## config.mk

```make
export PLATFORM = sky130hd
export DESIGN_NAME = mmio_dram
export DESIGN_NICKNAME = d
export VERILOG_FILES = /design/src/rtl/mmio_dram.sv
export SDC_FILE = /design/constraint.sdc
export NUM_CORES = 2
export LEC_CHECK = 0
export ABC_AREA = 1
export CORE_MARGIN = 3
export CORE_UTILIZATION = 36
export DETAILED_ROUTE_END_ITERATION = 10
export PLACE_DENSITY = 0.61
export SLEW_MARGIN = 10
export SYNTH_ARGS = -nofsm -noshare
export SYNTH_HDL_FRONTEND = slang
export SYNTH_SLANG_ARGS = --single-unit
```

## constraint.sdc

```tcl
create_clock -name CLK -period 3.38 [get_ports CLK]
set_input_delay 0.676 -clock CLK [delete_from_list [all_inputs] [get_ports CLK]]
set_output_delay 0.676 -clock CLK [all_outputs]
set_load 0.02 [all_outputs]
```

## src/rtl/mmio_dram.sv

```systemverilog
// Data RAM with memory-mapped I/O window: synchronised inputs, strobed outputs, change IRQ.
// Optional change-flag/STAT/MASK/IRQ logic is built only when MMIO_CHANGE_IRQ_EN is defined.
module mmio_dram #(
  parameter int DATA_W  = 8,
  parameter int ADDR_W  = 8,
  parameter int IO_BASE = 240,
  parameter int N_IN    = 3,
  parameter int N_OUT   = 4
) (
  input  logic                    CLK,
  input  logic                    RESET,
  input  logic [ADDR_W-1:0]       ADDR,
  input  logic [DATA_W-1:0]       DATA,
  input  logic                    MW,
  output logic [DATA_W-1:0]       Q,
  input  logic [N_IN*DATA_W-1:0]  IO_IN,
  output logic [N_OUT*DATA_W-1:0] IO_OUT,
  output logic [N_OUT-1:0]        OUT_STB,
  output logic                    IRQ
);

  localparam int OUT_BASE = IO_BASE + N_IN;

  logic [31:0]              addr_i;
  logic [DATA_W-1:0]        mem [IO_BASE];
  logic [N_IN*DATA_W-1:0]   s1, s2;

  assign addr_i = 32'(ADDR);

  // RAM is deliberately left out of reset so contents survive a mid-run reset.
  always_ff @(posedge CLK) begin
    if (MW && addr_i < IO_BASE) mem[ADDR] <= DATA;
  end

  always_ff @(posedge CLK or negedge RESET) begin
    if (!RESET) begin
      s1      <= '0;
      s2      <= '0;
      IO_OUT  <= '0;
      OUT_STB <= '0;
    end else begin
      s1 <= IO_IN;
      s2 <= s1;
      for (int j = 0; j < N_OUT; j++) begin
        OUT_STB[j] <= MW && (addr_i == OUT_BASE + j);
        if (MW && (addr_i == OUT_BASE + j)) IO_OUT[j*DATA_W +: DATA_W] <= DATA;
      end
    end
  end

`ifdef MMIO_CHANGE_IRQ_EN
  localparam int STAT_ADDR = OUT_BASE + N_OUT;
  localparam int MASK_ADDR = STAT_ADDR + 1;

  logic [N_IN-1:0] flag, mask, chg, clr;

  always_comb begin
    chg = '0;
    clr = '0;
    for (int i = 0; i < N_IN; i++)
      chg[i] = s1[i*DATA_W +: DATA_W] != s2[i*DATA_W +: DATA_W];
    if (MW && addr_i == STAT_ADDR) clr = DATA[N_IN-1:0];
  end

  // A new change in the same cycle as a W1C clear keeps the flag set.
  always_ff @(posedge CLK or negedge RESET) begin
    if (!RESET) begin
      flag <= '0;
      mask <= '0;
      IRQ  <= 1'b0;
    end else begin
      flag <= (flag & ~clr) | chg;
      if (MW && addr_i == MASK_ADDR) mask <= DATA[N_IN-1:0];
      IRQ  <= |(flag & mask);
    end
  end
`else
  assign IRQ = 1'b0;
`endif

  always_comb begin
    Q = '0;
    if (addr_i < IO_BASE) Q = mem[ADDR];
    for (int i = 0; i < N_IN; i++)
      if (addr_i == IO_BASE + i) Q = s2[i*DATA_W +: DATA_W];
    for (int j = 0; j < N_OUT; j++)
      if (addr_i == OUT_BASE + j) Q = IO_OUT[j*DATA_W +: DATA_W];
`ifdef MMIO_CHANGE_IRQ_EN
    if (addr_i == STAT_ADDR) Q[N_IN-1:0] = flag;
    if (addr_i == MASK_ADDR) Q[N_IN-1:0] = mask;
`endif
  end

endmodule

```

# Word-level counts from Yosys, hierarchy flattened
# Memories as Yosys holds them, arrays and structs flattened.
# Index checks and enable logic that the tools add are counted.
# totals
memories,1
inputBits,43
ramBits,1920
wordCells,31
regBits,84
# mem_list
name,depth,width,rd,rd_ports_with_merged_regs,wr,line_no,text
mem,240,8,1,0,1,25,logic [DATA_W-1:0] mem [IO_BASE];
# classes
n_lt_le_gt_ge,1
eq_ne,7
muxes,10
n_reduce_logical,5
# ops
cell,n
$mux W8,8
$eq A8 B8 Y1 const B,7
$lt A8 B8 Y1 const B,1
$logic_and A1 B1 Y1,5
$mux W1,2

# Depth between registers and ports, before layout
# logic_depth
depth_word,9
ltp_mapped,20
depth_no_buf,17

# Worst setup path after synthesis
# OpenSTA, ideal clock, no wires.
# synth_path
path_kind,input to output
start,input ADDR[0]
end,output Q[2]
path_slack_ns,0.386
path_stages,20
t_arrival_ns,2.318
path_cell_list,buf_4 > inv_2 > buf_2 > clkbuf_1 > nand2_1 > nand2_1 > nand2_1 > nand2_1 > nand2_1 > nand2_1 > nor2_1 > nor2_1 > nor2_1 > nand2_1 > nand2_1 > nand2_1 > o21bai_1 > nand2_1 > nand2_1 > nand4_1
# synth_via
elab_chain_cells,9
word_cells_on_any_way,17
classes_between,order compare: 1; eq/ne: 7; mux: 8; memory: 1
# synth_lines
item,line_no,text
from (decl),12,"input logic [ADDR_W-1:0] ADDR,"
$mem_v2 Z240 W8 / $lt A8 B8 Y1 (equally long branches),--,
$mux W8,83,if (addr_i < IO_BASE) Q = mem[ADDR];
$mux W8 (3 in a row),85,if (addr_i == IO_BASE + i) Q = s2[i*DATA_W +: DATA_W];
$mux W8 (3 in a row),87,if (addr_i == OUT_BASE + j) Q = IO_OUT[j*DATA_W +: DATA_W];
$mux W8 (*),87,
to (decl),15,"output logic [DATA_W-1:0] Q,"
# Every way passes the cells marked *; elsewhere a longest branch is shown, timed or not.

# Worst setup path after layout
# layout_path
start,input ADDR[3]
end,output Q[4]
# Same word-level chain as after synthesis.

==> impl_metrics.csv <==
group,metric,value,unit
place,hpwl,151000,um
detailed_routing,num_vias,52600,
logic_synthesis,synth_edf_count,1920,
timing,finClkSkew,0.0267,ns
detailed_routing,maxUsedRoutingLayer,"met5",
timing,fin_setup_tns,-4.12,ns
setup_path,worstPathRequired,2.70,ns
layout,nets,7043,
detailed_routing,avgRoutedWirePerCell,24.2,um
timing,worst_pin_slew,1.09,ns
cts,cts.sinks,2004,
power_and_ir_drop,leakage,35.9,nW
layout,seq_area,0.0598,mm2
floorplan,core_area,0.215,mm2
cts,clock_latency,0.85,ns
setup_path,worstSetupEndpointType,"primary output",
logic_synthesis,syn_nets,6212,
layout,multi_input_area,0.0175,mm2
global_routing,antenna_found_initial,9,
setup_path,critical-path-top-delay-family,"simple AND/OR/NAND/NOR gates",
global_routing,grt_max_degree,98,
logic_synthesis,synth_cell_type_count,35,
logic_synthesis,synthFlopType,"edfxtp_1",
layout,final_cell_mix,"nand2_1, edfxtp_1, buf_4, nor2_1, a22oi_1",
layout,mostFrequentLayoutCell,"nand2_1",
cts,h-tree-depth,4,
timing,maxSlewHeadroom,0.274,
setup_path,cp_slowest_cell,"bufbuf_16",
power_and_ir_drop,power_density,551,mW/mm2
floorplan,row_count,170,
cts,cts_buffers,203,
cts,ctsRootBufferMaster,"clkbuf_16",
hold_path,hold_class,"input pin to register",
global_routing,first_global_vias,51400,
setup_path,crit_type,"input pin to primary output",
detailed_routing,vias_per_cell,5.25,
detailed_routing,dr_wl_met2,114000,um
floorplan,die_h,472,um
logic_synthesis,synthCells,6169,
timing,fmax,0.252,GHz
timing,hold_viol_final,0,
timing,holdWs,0.266,ns
setup_path,path_common_cell,"nand2_1",
status,status,"complete, but fails checks",
status,violations,"negative setup slack",
global_routing,grt.overflow.total,0,
detailed_routing,drc,0,
logic_synthesis,yosysWarnings,0,
detailed_routing,drt_iter0_drc,6499,
setup_path,arrival,3.29,ns
detailed_routing,dr_wl_met3,22100,um
logic_synthesis,syn_avg_cell_area,12.7,um2
setup_path,cp_max_fo,9,
layout,fill_cells,19100,
detailed_routing,ant_nets,0,
global_routing,grt_first_pass_wirelength,348000,um
floorplan,chipWidth,472,um
setup_path,slowest_delay,0.28,ns
timing,finalCritPeriodShare,1.17,
cts,path_clk_slew,0.06,ns
layout,synthToLayoutAreaGrowth,24.5,%
detailed_routing,first_pass_iters,6,
setup_path,path_cells,"clkdlybuf4s15_2 > buf_8 > nor2_4 > buf_8 > buf_6 > bufbuf_16 > nand2_1 > nand2_1 > nor2_2 > nor2_1 > nor2_1 > nand2_2 > nand2_2 > nand2_1 > o21ai_4 > nand2_1 > nand2_1 > nand4_1 > buf_4",
setup_path,cp_num_buf_inv,6,
power_and_ir_drop,max-vdd-ir-drop,0.594,mV
timing,slew_violations,0,
detailed_routing,m1WireLength,95200,um
logic_synthesis,synth_seq_cells,2004,
place,gp_congestion,0.901,
timing,setup_viol,8,
timing,period_minus_slack,3.96,ns
global_routing,grt_usage,0.210,
place,io_buffers,86,
timing,setup_ws,-0.584,ns
layout,drive_above_1_share,0.195,
floorplan,io_pins,88,
timing,rsz0062_at_grt,"true",
cts,cts.path.max_buffers,3,
floorplan,initial_utilization,0.363,
logic_synthesis,async_flop_share,0.0419,
cts,cts_tree,"done",
setup_path,cp-start-kind,"input pin",
run,maxCapViolCount,0,
logic_synthesis,ys_seq_area_frac,0.765,
detailed_routing,wl,242000,um
logic_synthesis,netlist_area,0.0782,mm2
floorplan,die_area,0.223,mm2
==> metal layers <==
layer / vias up / track usage
met2: 2581 / 0.337
li1: 23500 / -
met5: - / 0
met4: 4 / 0.0874
met1: 26000 / 0.280
met3: 473 / 0.0400
==> flip-flops by register name, indices dropped and copies added, names as in the netlist <==
signal / cells
mem: 1920
IO_OUT: 32
s1: 24
s2: 24
OUT_STB: 4
==> stage by stage <==
| stage | utilization | instance area, um2 | power (mW) | std cells | setup WS (ns) |
|---|---|---|---|---|---|
| 2_1_floorplan | - | 78200 | 29.2 | 6169 | 0.386 |
| 3_3_place_gp | 0.413 | 88900 | 31.3 | 9597 | -1.74 |
| 3_5_place_dp | 0.413 | 88900 | 31.3 | 9597 | -1.71 |
| 4_1_cts | 0.448 | 96400 | 53.7 | 9988 | -0.655 |
| 5_1_grt | 0.452 | 97300 | 55.1 | 10000 | -0.632 |
| 6_report | 0.452 | 97300 | 53.6 | 10000 | -0.584 |
==> power breakdown <==
| group | switching, mW | internal [mW] | total (mW) | leakage [nW] |
|---|---|---|---|---|
| Clock | 9.65 | 12.9 | 22.5 | 3.28 |
| Combinational | 2.50 | 1.25 | 3.75 | 14.3 |
| Sequential | 0.0402 | 27.3 | 27.3 | 18.3 |
| Total | 12.2 | 41.4 | 53.6 | 35.9 |
==> cell families (layout without fill, tap and decap cells) <==
kind of cell | Yosys count | count (layout) | share of synthesized area
buffers and inverters | 384 | 1386 | 0.0223
AND/OR/NAND/NOR | 3172 | 3172 | 0.160
flip-flops | 2004 | 2004 | 0.765
AO/OA/AOI/OAI | 608 | 608 | 0.0527
other | 1 | 4 | 0.0000480
==> cell usage after synthesis (32+ instances only) <==
cell / number / share of area
buf_2: 134 / 0.0086
o21ai_0: 41 / 0.0026
dfrtp_1: 84 / 0.027
o21ai_1: 47 / 0.0030
nand2_1: 2410 / 0.12
a21oi_1: 99 / 0.0063
buf_1: 32 / 0.0015
nand4_1: 140 / 0.011
inv_1: 40 / 0.0019
clkbuf_1: 144 / 0.0069
nand3_1: 103 / 0.0066
edfxtp_1: 1920 / 0.74
nor2_1: 467 / 0.022
a22oi_1: 405 / 0.039
==> what timing repair did <==
action,in CTS,in global routing
cloned,4,13
pin swaps,38,55
setup buffers,10,11
resized for setup,218,134
hold buffers,1,0
endpoints found under the setup margin,8,8
hold endpoints to repair,30,0
==> cell type report <==
| type | count | share of cell area |
|---|---|---|
| antenna | 3 | 0.0000771 |
| multi-input combinational | 3781 | 0.180 |
| clock buffer | 250 | 0.0553 |
| sequential | 2004 | 0.614 |
| clock inverter | 126 | 0.0136 |
| tap | 2838 | 0.0365 |
| timing repair buffer | 956 | 0.0979 |
| inverter | 54 | 0.00248 |
==> final timing paths <==
path	startpoint	slack, ns	cells after the start	endpoint
min reg2reg	s1[14]	0.35	0	s2[14]
min	IO_IN[12]	0.27	1	s1[12]
max	ADDR[3]	-0.58	19	Q[4]
min in group asynchronous	RESET	0.53	2	IO_OUT[29]
max in group asynchronous	RESET	2.16	2	s2[19]
max reg2reg	IO_OUT[1]	2.62	2	IO_OUT[1]
Note: power is estimated with default switching activity, not from simulation.
